<file path="src/rtl/bist_controller_pkg.sv">
// Shared definitions for the BIST sequencing controller: state encoding,
// strobe bundle and the state-to-strobe decode.
package bist_controller_pkg;

    localparam int          SIG_W_DEFAULT      = 16;
    localparam logic [15:0] GOLDEN_SIG_DEFAULT = 16'h0000;

    typedef enum logic [2:0] {
        IDLE    = 3'd0,
        INIT    = 3'd1,
        SHIFT   = 3'd2,
        CAPTURE = 3'd3,
        FLUSH   = 3'd4,
        COMPARE = 3'd5,
        DONE    = 3'd6
    } state_t;

    typedef struct packed {
        logic bist_mode;
        logic scan_en;
        logic lfsr_init;
        logic misr_init;
        logic lfsr_en;
        logic misr_en;
    } strobes_t;

    // Strobes depend only on the state register, so they are glitch-free
    // with respect to the inputs and drop together on reset.
    function automatic strobes_t decode_strobes(state_t state);
        strobes_t s;
        s = '0;
        case (state)
            INIT: begin
                s.bist_mode = 1'b1;
                s.lfsr_init = 1'b1;
                s.misr_init = 1'b1;
            end
            SHIFT: begin
                s.bist_mode = 1'b1;
                s.scan_en   = 1'b1;
                s.lfsr_en   = 1'b1;
                s.misr_en   = 1'b1;
            end
            CAPTURE, COMPARE: s.bist_mode = 1'b1;
            FLUSH: begin
                s.bist_mode = 1'b1;
                s.scan_en   = 1'b1;
                s.misr_en   = 1'b1;
            end
            default: s = '0;
        endcase
        return s;
    endfunction

endpackage

</file>
<file path="src/rtl/bist_down_counter.sv">
// Loadable down counter with a zero flag; holds at zero instead of wrapping.
module bist_down_counter #(
    parameter int WIDTH = 4
) (
    input  logic             clock,
    input  logic             reset,
    input  logic             load,
    input  logic [WIDTH-1:0] load_value,
    input  logic             dec,
    output logic             zero
);

    logic [WIDTH-1:0] count;

    // NOTE: non-blocking assignments so every register sees pre-edge values.
    always_ff @(posedge clock or posedge reset) begin
        if (reset) begin
            count <= '0;
        end else if (load) begin
            count <= load_value;
        end else if (dec && count != '0) begin
            count <= count - WIDTH'(1);
        end
    end

    assign zero = (count == '0);

endmodule

</file>
<file path="src/rtl/bist_controller.sv">
// BIST sequencing FSM: INIT, N_PATTERNS shift/capture rounds, flush, then a
// signature compare; drives only control strobes for the scan datapath.
module bist_controller
    import bist_controller_pkg::*;
#(
    parameter int                CHAIN_LEN  = 8,
    parameter int                N_PATTERNS = 100,
    parameter int                SIG_W      = SIG_W_DEFAULT,
    parameter logic [SIG_W-1:0]  GOLDEN_SIG = SIG_W'(GOLDEN_SIG_DEFAULT)
) (
    input  logic             clock,
    input  logic             reset,
    input  logic             bist_start,
    input  logic [SIG_W-1:0] misr_sig,
    output logic             bist_mode,
    output logic             scan_en,
    output logic             lfsr_init,
    output logic             misr_init,
    output logic             lfsr_en,
    output logic             misr_en,
    output logic             bist_end,
    output logic             pass_nfail
);

    localparam int SHIFT_W = $clog2(CHAIN_LEN + 1);
    localparam int PAT_W   = $clog2(N_PATTERNS + 1);

    state_t   state;
    strobes_t strobes;
    logic     start_q;
    logic     start;
    logic     shift_zero;
    logic     pat_zero;

    assign start = bist_start & ~start_q;

    // Shift counter serves both SHIFT and FLUSH; CAPTURE reloads it.
    bist_down_counter #(.WIDTH(SHIFT_W)) u_shift_cnt (
        .clock      (clock),
        .reset      (reset),
        .load       (state == INIT || state == CAPTURE),
        .load_value (SHIFT_W'(CHAIN_LEN - 1)),
        .dec        (state == SHIFT || state == FLUSH),
        .zero       (shift_zero)
    );

    bist_down_counter #(.WIDTH(PAT_W)) u_pat_cnt (
        .clock      (clock),
        .reset      (reset),
        .load       (state == INIT),
        .load_value (PAT_W'(N_PATTERNS - 1)),
        .dec        (state == CAPTURE),
        .zero       (pat_zero)
    );

    always_ff @(posedge clock or posedge reset) begin
        if (reset) begin
            state      <= IDLE;
            start_q    <= 1'b0;
            bist_end   <= 1'b0;
            pass_nfail <= 1'b0;
        end else begin
            start_q <= bist_start;
            case (state)
                IDLE, DONE: begin
                    if (start) begin
                        state      <= INIT;
                        bist_end   <= 1'b0;
                        pass_nfail <= 1'b0;
                    end
                end
                INIT:    state <= SHIFT;
                SHIFT:   if (shift_zero) state <= CAPTURE;
                CAPTURE: state <= pat_zero ? FLUSH : SHIFT;
                FLUSH:   if (shift_zero) state <= COMPARE;
                COMPARE: begin
                    pass_nfail <= (misr_sig == GOLDEN_SIG);
                    bist_end   <= 1'b1;
                    state      <= DONE;
                end
                default: state <= IDLE;
            endcase
        end
    end

    assign strobes   = decode_strobes(state);
    assign bist_mode = strobes.bist_mode;
    assign scan_en   = strobes.scan_en;
    assign lfsr_init = strobes.lfsr_init;
    assign misr_init = strobes.misr_init;
    assign lfsr_en   = strobes.lfsr_en;
    assign misr_en   = strobes.misr_en;

endmodule
</file>
<file path="config.mk">
export PLATFORM = sky130hd
export DESIGN_NAME = bist_controller
export DESIGN_NICKNAME = d
export VERILOG_FILES = /design/src/rtl/bist_controller_pkg.sv /design/src/rtl/bist_down_counter.sv /design/src/rtl/bist_controller.sv
export SDC_FILE = /design/constraint.sdc
export NUM_CORES = 1
export LEC_CHECK = 0
export BUFFER_PORTS_ARGS = -buffer_cell sky130_fd_sc_hd__buf_2
export CAP_MARGIN = 20
export CORE_MARGIN = 4
export CORE_UTILIZATION = 46
export DETAILED_ROUTE_END_ITERATION = 8
export MAX_ROUTING_LAYER = met4
export PLACE_DENSITY_LB_ADDON = 0.3
export SLEW_MARGIN = 10
export SYNTH_ARGS = -nofsm -noshare
export SYNTH_HDL_FRONTEND = slang
export SYNTH_SLANG_ARGS = --single-unit
</file>
<file path="constraint.sdc">
create_clock -name clock -period 1.4 [get_ports clock]
set_input_delay 0.14 -clock clock [delete_from_list [all_inputs] [get_ports clock]]
set_output_delay 0.14 -clock clock [all_outputs]
set_load 0.05 [all_outputs]
</file>
=== Word-level counts from Yosys, hierarchy flattened ===
Index checks and enable logic that the tools add are counted.

* Output and inout port bits: 8
* Logic and storage cells: 53
* Flip-flop bits (word level): 17

* Reduce and logical (&&, ||, !) cells: 18
* Add/subtract/negate cells: 2
* Bitwise operators: 2
* Multiplexer cells: 16
* Equal/unequal tests: 9

{| class="wikitable"
|+ Operators by type and width
! kind !! number
|-
| $pmux 3 s6 || 1
|-
| $logic_not 16->1 || 1
|-
| $mux 7 || 2
|-
| $mux 3 || 4
|-
| $eq 3x3->1 const B || 3
|-
| $mux 4 || 2
|-
| $logic_not 7->1 || 1
|-
| $reduce_bool 7->1 || 1
|-
| $sub 7x1->7 const B || 1
|-
| $eq 3x2->1 const B || 2
|-
| $ne 2x2->1 const B || 3
|-
| $reduce_bool 2->1 || 3
|-
| $reduce_or 5->1 || 1
|-
| $logic_not 4->1 || 1
|-
| $mux 1 || 4
|-
| $pmux 1 s2 || 2
|-
| $reduce_bool 4->1 || 1
|-
| $reduce_or 2->1 || 2
|-
| $sub 4x1->4 const B || 1
|-
| $eq 3x1->1 const B || 1
|-
| $logic_not 3->1 || 1
|-
| $reduce_and 3->1 || 1
|-
| $logic_and 1x1->1 || 2
|-
| $logic_or 1x1->1 || 2
|-
| 4 further kinds || 4
|}

=== Depth between registers and ports, before layout ===
Gate-level depths: netlist (run 1).

* Depth after elaboration: 5
* Gate-level depth with buffers: 6
* Mapped depth without buffers: 6

=== Cells and area by module ===
Synthesis (run 1) repeated with hierarchy kept, for this count alone.

* Cells, all modules: 131
* Area, all modules: 1186.1 sq um

{| class="wikitable"
|+ Modules (own cells, without submodules)
! module !! area an instance (sq um) !! times used !! cells each !! seq. area each (sq um)
|-
| bist_down_counter (u_pat_cnt) || 504.2 || 1 || 58 || 175.2
|-
| bist_controller || 420.4 || 1 || 45 || 150.1
|-
| bist_down_counter (u_shift_cnt) || 261.5 || 1 || 28 || 100.1
|}

=== Least setup slack after synthesis (run 1) ===
No wires, ideal clock.

* Path kind: register to output
* Start point: reg state[2]
* End point: out misr_init
* Data required time: 1.260 ns
* Path slack: -0.534 ns
* Cell stages (with the launch flop): 5
* Data arrival time: 1.794 ns
* Buffers on the path: 2
* Path through: dfrtp_1 -> buf_4 -> nand2b_1 -> nor2_1 -> buf_4

* Longest elaborated chain between the ends: 2

{| class="wikitable"
|+ Ends and longest elaborated chain
! item !! line !! RTL
|-
| from (decl) || bist_controller.sv:28 || <nowiki>state_t state;</nowiki>
|-
| from (signal assigned) || bist_controller.sv:74 || <nowiki>CAPTURE: state <= pat_zero ? FLUSH : SHIFT;</nowiki>
|-
| $eq 3x1->1 || bist_controller_pkg.sv:32 || <nowiki>case (state)</nowiki>
|-
| $mux 2 || bist_controller_pkg.sv:32 ||
|-
| to (decl) || bist_controller.sv:18 || <nowiki>output logic misr_init,</nowiki>
|}

Every way passes these cells.

=== Worst setup path after layout (run 1) ===
* Start point: reg u_pat_cnt.count[1]
* End point: reg u_pat_cnt.count[6]

* Longest elaborated chain between the ends: 3
* Elaborated cells on any way between the ends: 6
* Classes of those cells: add/sub: 1; mux: 2; reduce/logical: 3

{| class="wikitable"
|+ Ends and longest elaborated chain
! item !! line !! RTL
|-
| from (decl) || bist_down_counter.sv:13 || <nowiki>logic [WIDTH-1:0] count;</nowiki>
|-
| from (signal assigned) || bist_down_counter.sv:20 || <nowiki>count <= load_value;</nowiki>
|-
| from (signal assigned) || bist_down_counter.sv:22 || <nowiki>count <= count - WIDTH'(1);</nowiki>
|-
| $sub 7x1->7 or $reduce_bool 7->1 (tied branches) || bist_down_counter.sv:22, bist_down_counter.sv:21 ||
|-
| $mux 7 or $logic_and 1x1->1 (tied branches) || bist_down_counter.sv:21 || <nowiki>end else if (dec && count != '0) begin</nowiki>
|-
| $mux 7 or $reduce_bool 2->1 (tied branches) || -- ||
|}

Several ways; a longest one is shown, not always the timed one. The select of a mux whose other input is x is not followed.
A chain may end at the register's enable or synchronous reset.

==> out/qor.yml, run 1 <==
placed_design:
  dpl.cell_count: 173
  final_estimated_routing_congestion_in_global_placement: 0.939
  detailedPlacementHpwl_um: 1860
  port-buffer-count: 26
critical_path:
  cp_num_buf_inv: 1
  max_fo_critical_path: 3
  worst-endpoint-arrival_ps: 1700
  worst-path-stages: 6
  worst_setup_path_start_kind: "flop"
  path_delay_family: "compound AO/OA/AOI/OAI gates"
  worst_path_max_delay_cell: "sky130_fd_sc_hd__dfrtp_1"
  worst_path_largest_cell_delay_ps: 430
  worstPathCellList: "inv_2 > ha_4 > nor2b_4 > nand2_2 > o41ai_4 > a22o_1"
  setup.worst_path.class: "reg -> reg"
  critPathRequiredTime_ps: 1640
  r2r_cells: 6
  worst_setup_end_kind: "flop"
global_route:
  maximum_number_of_pins_on_one_net_before_global_route_repair: 12
  via_count_of_the_first_global_routing_pass: 975
  first_pass_grt_wire_length_um: 4460
  antenna_violations_before_repair: 0
  globalRouteTotalUtil_pct: 21.6
  grt_overflow_total: 0
routing:
  dr.pass1.iters: 4
  totalWireLength_um: 2950
  drc: 0
  routed_wire_length_per_instance_um: 15.3
  viasPerCell: 5.47
  via_count: 1056
  detail-route-antenna-nets: 0
  drtIter0Drc: 22
power:
  p_int_mw: 1.61
  vdd_drop_max_v: 0.00114
  leakage_power_nw: 0.744
  power.combinational.fraction_pct: 59.3
  power_switching_share_pct: 44.2
  power.total_mw: 2.89
  net-switching-power_mw: 1.28
  sequentialPowerShare_pct: 31.5
  power_per_cell_area_mw_per_mm2: 1790
  power_frac_clock_pct: 9.2
yosys:
  number_of_flops_mapped_to_enable_cells_by_yosys: 0
  yosys.area_share.adder_pct: 3.74
  synth_top_area_share_pct: 42.3
  postSynth.asyncResetShare_pct: 100
  post_synth_mux_area_share_pct: 1.99
  synth-simple-area-share_pct: 26.3
  synth_compound_area_share_pct: 17.4
  ys_seq_area_share_pct: 42.3
  synthesis.area_per_instance_um2: 9.05
  ys_top_cells_by_area: "sky130_fd_sc_hd__dfrtp_1 (42%), sky130_fd_sc_hd__o21ai_0 (5.0%), sky130_fd_sc_hd__ha_1 (3.7%), sky130_fd_sc_hd__nand2_1 (3.7%), sky130_fd_sc_hd__nor2b_1 (3.7%)"
  yosys_register_bits: 17
  synth_xor_xnor_area_share_pct: 1.62
  synth_flop_cell: "sky130_fd_sc_hd__dfrtp_1"
  synthesis.nets: 133
  yosysWarningCount: 0
  synth_cell_type_count: 33
  post-synth-top-area-cell: "sky130_fd_sc_hd__dfrtp_1"
  main_combinational_cell_family_by_area_after_synthesis: "simple AND/OR/NAND/NOR gates"
  post_synth_instance_area_mm2: 0.00100
  syn_inst: 111
floorplan:
  fp.dieH_um: 54.7
  die_w_um: 54.7
  core_area_mm2: 0.00202
  design.portCount: 27
  start_util_pct: 49.7
  core.rowCount: 16
  design.die.area_mm2: 0.00300
timing:
  hold_viol_final: 0
  report.final.slew_viol_count: 0
  timing.final.setup_violations: 10
  period_needed_ps: 1470
  timing.final.crit_share_pct: 105
  fmaxAchievable_ghz: 0.682
  clock-skew-final_ps: 4.89
  setup_slack_ps: -66.7
  worst_case_headroom_to_the_max_slew_limit_pct: 79.3
  max_slew.worst_pin.slew_ps: 307
  final.setup.tns_ps: -495
  grt_setup_unrepaired: "yes"
clock_network:
  tritoncts: "done"
  cts_buffers: 3
  clk_pin_slew_worst_paths_ps: 100
  h-tree-depth: 1
  clock-sinks: 17
  cell_chosen_for_the_clock_root: "sky130_fd_sc_hd__clkbuf_4"
  cts.path.max_buffers: 2
  clk_latency_ps: 290
run_status:
  violated_checks: "negative setup slack"
  outcome: "finished with violations"
final_layout:
  share_of_post_route_cells_with_drive_strength_above_1_pct: 53.0
  area_delta_synth_final_pct: 60.9
  finish.cell_count_without_fillers: 193
  fin_nets: 189
  final.fill_count: 118
  n_antenna_cell: 0
worst_hold_path:
  hold_depth: 3
  hold_path.class: "in -> reg"
run:
  maxCapViolations: 0
==> per-layer routing <==
layer	vias up	wire length, um	global-route usage [%]	part of all wire, %
li1	507	-	-	-
met1	522	1170	25.9	40
met2	25	1670	37.0	57
met3	2	88	2.45	3.0
met4	0	16	7.47	0.54
met5	-	0	-	0
==> power by group through the flow <==
stage,registers [mW],clock network [mW],logic (mW)
floorplan,0.875,0,0.851
global placement,0.852,0,1.22
detailed placement,0.864,0,1.25
CTS,0.871,0.273,1.44
global route,0.935,0.310,1.85
finish,0.912,0.266,1.72
==> kinds of logic (layout without fill, tap and decap cells) <==
family | after synthesis | after routing
mux | 2 | 2
buf+inv | 13 | 68
fa+ha+maj | 3 | 3
simple gates | 48 | 48
flops | 17 | 17
compound gates | 27 | 27
xor+xnor | 1 | 1
==> state kept, by name, summed over array words and instances, names as in the netlist <==
name / count
bist_end: 1
pass_nfail: 1
start_q: 1
state: 3
u_pat_cnt.count: 7
u_shift_cnt.count: 4
==> Yosys cell counts, types with 2 or more instances <==
cell type and n:
sky130_fd_sc_hd__buf_2 2, sky130_fd_sc_hd__nor2b_1 6, sky130_fd_sc_hd__nand2_1 10, sky130_fd_sc_hd__ha_1 3, sky130_fd_sc_hd__o21ai_0 10, sky130_fd_sc_hd__nor4_1 3, sky130_fd_sc_hd__nand2b_1 4, sky130_fd_sc_hd__inv_1 7
sky130_fd_sc_hd__buf_4 4, sky130_fd_sc_hd__o21bai_1 2, sky130_fd_sc_hd__mux2i_1 2, sky130_fd_sc_hd__a21oi_1 6, sky130_fd_sc_hd__dfrtp_1 17, sky130_fd_sc_hd__nand3_1 5, sky130_fd_sc_hd__nor3_1 5, sky130_fd_sc_hd__nor2_1 8
==> worst min-delay path: cells and delay by family <==
| kind | cells | cell delay (ps) |
|---|---|---|
| AO/OA/AOI/OAI | 1 | 190 |
| buffers and inverters | 1 | 70 |
| AND/OR/NAND/NOR | 1 | 40 |
==> stage by stage <==
stage / hold WS (ps) / utilization, % / cell area [um^2] / setup WS [ps]
after floorplan: 66.0 / - / 1040 / -99.1
after global placement: 77.5 / 63.2 / 1280 / 45.1
after detailed placement: 85.5 / 63.2 / 1280 / -21.8
after CTS: 191 / 72.6 / 1470 / -43.0
after global routing: 187 / 80.0 / 1620 / -150
final: 189 / 80.0 / 1620 / -66.7
==> repair_timing <==
action                                 in CTS  in global routing
endpoints found under the hold margin       7                  0
pin swaps                                   3                  6
buffers inserted                            7                  7
hold buffers                                2                  0
resized for setup                          24                 24
setup endpoints to repair                   9                 20
==> path summary, 6_finish.rpt <==
| check | startpoint | slack (ps) | endpoint |
|---|---|---|---|
| min | misr_sig[15] | 190 | pass_nfail |
| min in group asynchronous | reset | 310 | u_pat_cnt.count[6] |
| max | u_pat_cnt.count[1] | -70 | u_pat_cnt.count[6] |
| max in group asynchronous | reset | 610 | state[0] |
| max reg2reg | u_pat_cnt.count[1] | -70 | u_pat_cnt.count[6] |
| min reg2reg | pass_nfail | 530 | pass_nfail |
==> layout by cell type (no fill, tap or decap), types with 3 or more instances in the layout <==
cell	count
sky130_fd_sc_hd__a21oi_1	5
sky130_fd_sc_hd__buf_2	20
sky130_fd_sc_hd__buf_4	25
sky130_fd_sc_hd__buf_6	5
sky130_fd_sc_hd__buf_8	5
sky130_fd_sc_hd__clkbuf_4	3
sky130_fd_sc_hd__dfrtp_1	14
sky130_fd_sc_hd__dfrtp_2	3
sky130_fd_sc_hd__inv_1	5
sky130_fd_sc_hd__nand2_1	9
sky130_fd_sc_hd__nand3_1	4
sky130_fd_sc_hd__nor2_1	5
sky130_fd_sc_hd__nor2_4	3
sky130_fd_sc_hd__nor2b_1	3
sky130_fd_sc_hd__nor3_2	3
sky130_fd_sc_hd__nor4_1	3
sky130_fd_sc_hd__o21ai_0	9
==> cell type report <==
type	count	area, um^2	area share, %
clock buffers	3	22.5	1.39
clock inverters	1	5.00	0.310
inverters	7	26.3	1.63
multi-input cells	81	661	40.9
flip-flops and latches	17	429	26.5
well taps	27	33.8	2.09
repair buffers	57	439	27.2
No activity file was read; power rests on OpenSTA's default activity.
==> run 2: changes to the inputs <==
--- a/config.mk
+++ b/config.mk
@@ -8,7 +8,7 @@
 export BUFFER_PORTS_ARGS = -buffer_cell sky130_fd_sc_hd__buf_2
 export CAP_MARGIN = 20
 export CORE_MARGIN = 4
-export CORE_UTILIZATION = 46
+export CORE_UTILIZATION = 55
 export DETAILED_ROUTE_END_ITERATION = 8
 export MAX_ROUTING_LAYER = met4
 export PLACE_DENSITY_LB_ADDON = 0.3
==> constraint.sdc (replaced) <==
create_clock -name clock -period 1.85 [get_ports clock]
set_input_delay 0.185 -clock clock [delete_from_list [all_inputs] [get_ports clock]]
set_output_delay 0.185 -clock clock [all_outputs]
set_load 0.05 [all_outputs]
==> run 2 against run 1 <==
The flow now finishes without violations. Utilization decreased by 12 points. Sequential power decreased by 26%. Die area fell by 14%. Cell area down 27%. Total power is 43% lower. Via count down 16%. Clock skew is 3.7 ps lower. Clock power shrank 26%.
==> out/qor.yml, run 2 (synthesis gave the netlist of run 1 again) <==
run_status:
  outcome: "complete, no violations"
placed_design:
  port-buffer-count: 26  # unchanged
  dpl.cell_count: 157  # -9.2%
  final_estimated_routing_congestion_in_global_placement: 0.779  # -17%
  detailedPlacementHpwl_um: 1620  # -13%
routing:
  drtIter0Drc: 21  # -4.5%
  viasPerCell: 5.51  # +0.63%
  detail-route-antenna-nets: 0  # unchanged
  routed_wire_length_per_instance_um: 12.9  # -16%
  drc: 0  # unchanged
  dr.pass1.iters: 5  # +1
  totalWireLength_um: 2080  # -29%
  via_count: 892  # -16%
timing:
  timing.final.setup_violations: 0  # -10
  final.setup.tns_ps: 0  # +495 ps
  report.final.slew_viol_count: 0  # unchanged
  worst_case_headroom_to_the_max_slew_limit_pct: 57.6  # -22 points
  max_slew.worst_pin.slew_ps: 636  # +329 ps
  fmaxAchievable_ghz: 0.564
  grt_setup_unrepaired: "yes"
  timing.final.crit_share_pct: 95.8
  period_needed_ps: 1770
  clock-skew-final_ps: 1.21  # -3.67 ps
  hold_viol_final: 0  # unchanged
floorplan:
  die_w_um: 50.7  # -7.3%
  fp.dieH_um: 50.7  # -7.3%
  design.portCount: 27  # unchanged
  start_util_pct: 58.2  # +8.5 points
  core_area_mm2: 0.00173  # -15%
  core.rowCount: 15  # -1
  design.die.area_mm2: 0.00257  # -14%
global_route:
  grt_overflow_total: 0  # unchanged
  globalRouteTotalUtil_pct: 19.0  # -2.6 points
  first_pass_grt_wire_length_um: 3550  # -20%
  via_count_of_the_first_global_routing_pass: 812  # -17%
  busiest_layer: "met2"
  global_route.usage.met2_pct: 30.0  # -7.0 points
  antenna_violations_before_repair: 0  # unchanged
  maximum_number_of_pins_on_one_net_before_global_route_repair: 18  # +6
  globalRouteMet3Util_pct: 4.45  # +2.0 points
  groute.layer.met1.usage_pct: 23.5  # -2.5 points
clock_network:
  cell_chosen_for_the_clock_root: "sky130_fd_sc_hd__clkbuf_4"
  clk_pin_slew_worst_paths_ps: 90  # about the same
  clock-sinks: 17  # unchanged
  cts_buffers: 3  # unchanged
  clk_latency_ps: 290  # about the same
  tritoncts: "done"
  cts.path.max_buffers: 2  # unchanged
  h-tree-depth: 1  # unchanged
  post_cts_setup_driven_buffer_insertion_count: 0  # -7
critical_path:
  worstPathCellList: "nand2b_2 > nor2_2 > buf_2"
  worst_setup_path_start_kind: "flop"
  worst_path_largest_cell_delay_ps: 520  # +90 ps
  worst_path_max_delay_cell: "sky130_fd_sc_hd__dfrtp_1"
  max_fo_critical_path: 11  # +8
  worst-endpoint-arrival_ps: 1590  # -110 ps
  critPathRequiredTime_ps: 1660  # +20 ps
  setup.worst_path.class: "reg -> out"
  path_delay_family: "flip-flops"
  worst_setup_end_kind: "output pin"
  cp_num_buf_inv: 1  # unchanged
power:
  power_per_cell_area_mw_per_mm2: 1390  # -22%
  leakage_power_nw: 0.549  # -26%
  vdd_drop_max_v: 0.000768  # -33%
worst_hold_path:
  hold_path.class: "in -> reg"
final_layout:
  largest_register_ffs: 7  # unchanged
  most-common-layout-cells: "sky130_fd_sc_hd__buf_2 (26), sky130_fd_sc_hd__dfrtp_1 (15), sky130_fd_sc_hd__o21ai_0 (10), sky130_fd_sc_hd__nand2_1 (10)"
  area_delta_synth_final_pct: 17.2
  share_of_post_route_cells_with_drive_strength_above_1_pct: 28.5  # -25 points
  final_core_util_pct: 68.2  # -12 points
  top_regs: "u_pat_cnt.count: 7 flops, u_shift_cnt.count: 4 flops, state: 3 flops"
  n_antenna_cell: 0  # unchanged
  regMostFlops: "u_pat_cnt.count"
  fin_nets: 160  # -15%
  finish.cell_count_without_fillers: 162  # -16%
  layout_commonest_cell: "sky130_fd_sc_hd__buf_2"
run:
  maxCapViolations: 0  # unchanged
-- run 2: final cells by class --
cell class                 count  area (um^2)
inverter                       7         26.3
timing repair buffer          28          148
fill                         148          549
tap                           25         31.3
sequential                    17          428
multi-input combinational     81          518
clock buffer                   4         26.3
-- run 2: worst register-to-register path: cells and delay by family, from the launching register on --
kind / cells / cell delay (ps)
and+or+nand+nor: 3 / 760
AOI/OAI and AO/OA: 1 / 240
DFF: 1 / 420
-- run 2: through the flow --
| step | setup WS, ps | power (mW) | instance area [um^2] | hold slack, ps |
|---|---|---|---|---|
| after detailed placement | 312 | 1.45 | 1140 | 301 |
| after floorplan | 102 | 1.28 | 1010 | 111 |
| after global placement | 330 | 1.42 | 1140 | 296 |
| after CTS | 44.5 | 1.65 | 1170 | 8.74 |
| final | 77.1 | 1.64 | 1180 | 15.9 |
| after global routing | -17.0 | 1.78 | 1180 | 12.0 |
-- run 2: repair_timing --
action	4_1_cts	5_1_grt
setup endpoints to repair	2	4
gates cloned	0	0
endpoints found under the hold margin	17	0
resized for setup	1	2
hold buffers	1	0
-- run 2: where the power goes --
| group | total (mW) | switching, mW | internal, mW |
|---|---|---|---|
| registers | 0.677 | 0.163 | 0.514 |
| clock network | 0.196 | 0.113 | 0.0839 |
| logic | 0.766 | 0.472 | 0.295 |
-- run 2: routing by layer --
layer | up-vias | part of all wire (%)
met4 | 0 | 1.5
met5 | - | 0
met2 | 24 | 50
met3 | 5 | 3.6
met1 | 419 | 45
li1 | 444 | -
-- run 2: path summary, 6_finish.rpt --
kind                               startpoint                  to  slack, ps  depth (start not counted)
setup / recovery                     state[2]           lfsr_init         80                          3
hold / removal                     bist_start             start_q         20                          1
setup reg to reg           u_pat_cnt.count[5]  u_pat_cnt.count[3]        320                          4
hold reg to reg            u_pat_cnt.count[0]  u_pat_cnt.count[0]        500                          1
max in group asynchronous               reset            state[0]        890                          3
min in group asynchronous               reset  u_pat_cnt.count[6]        520                          3
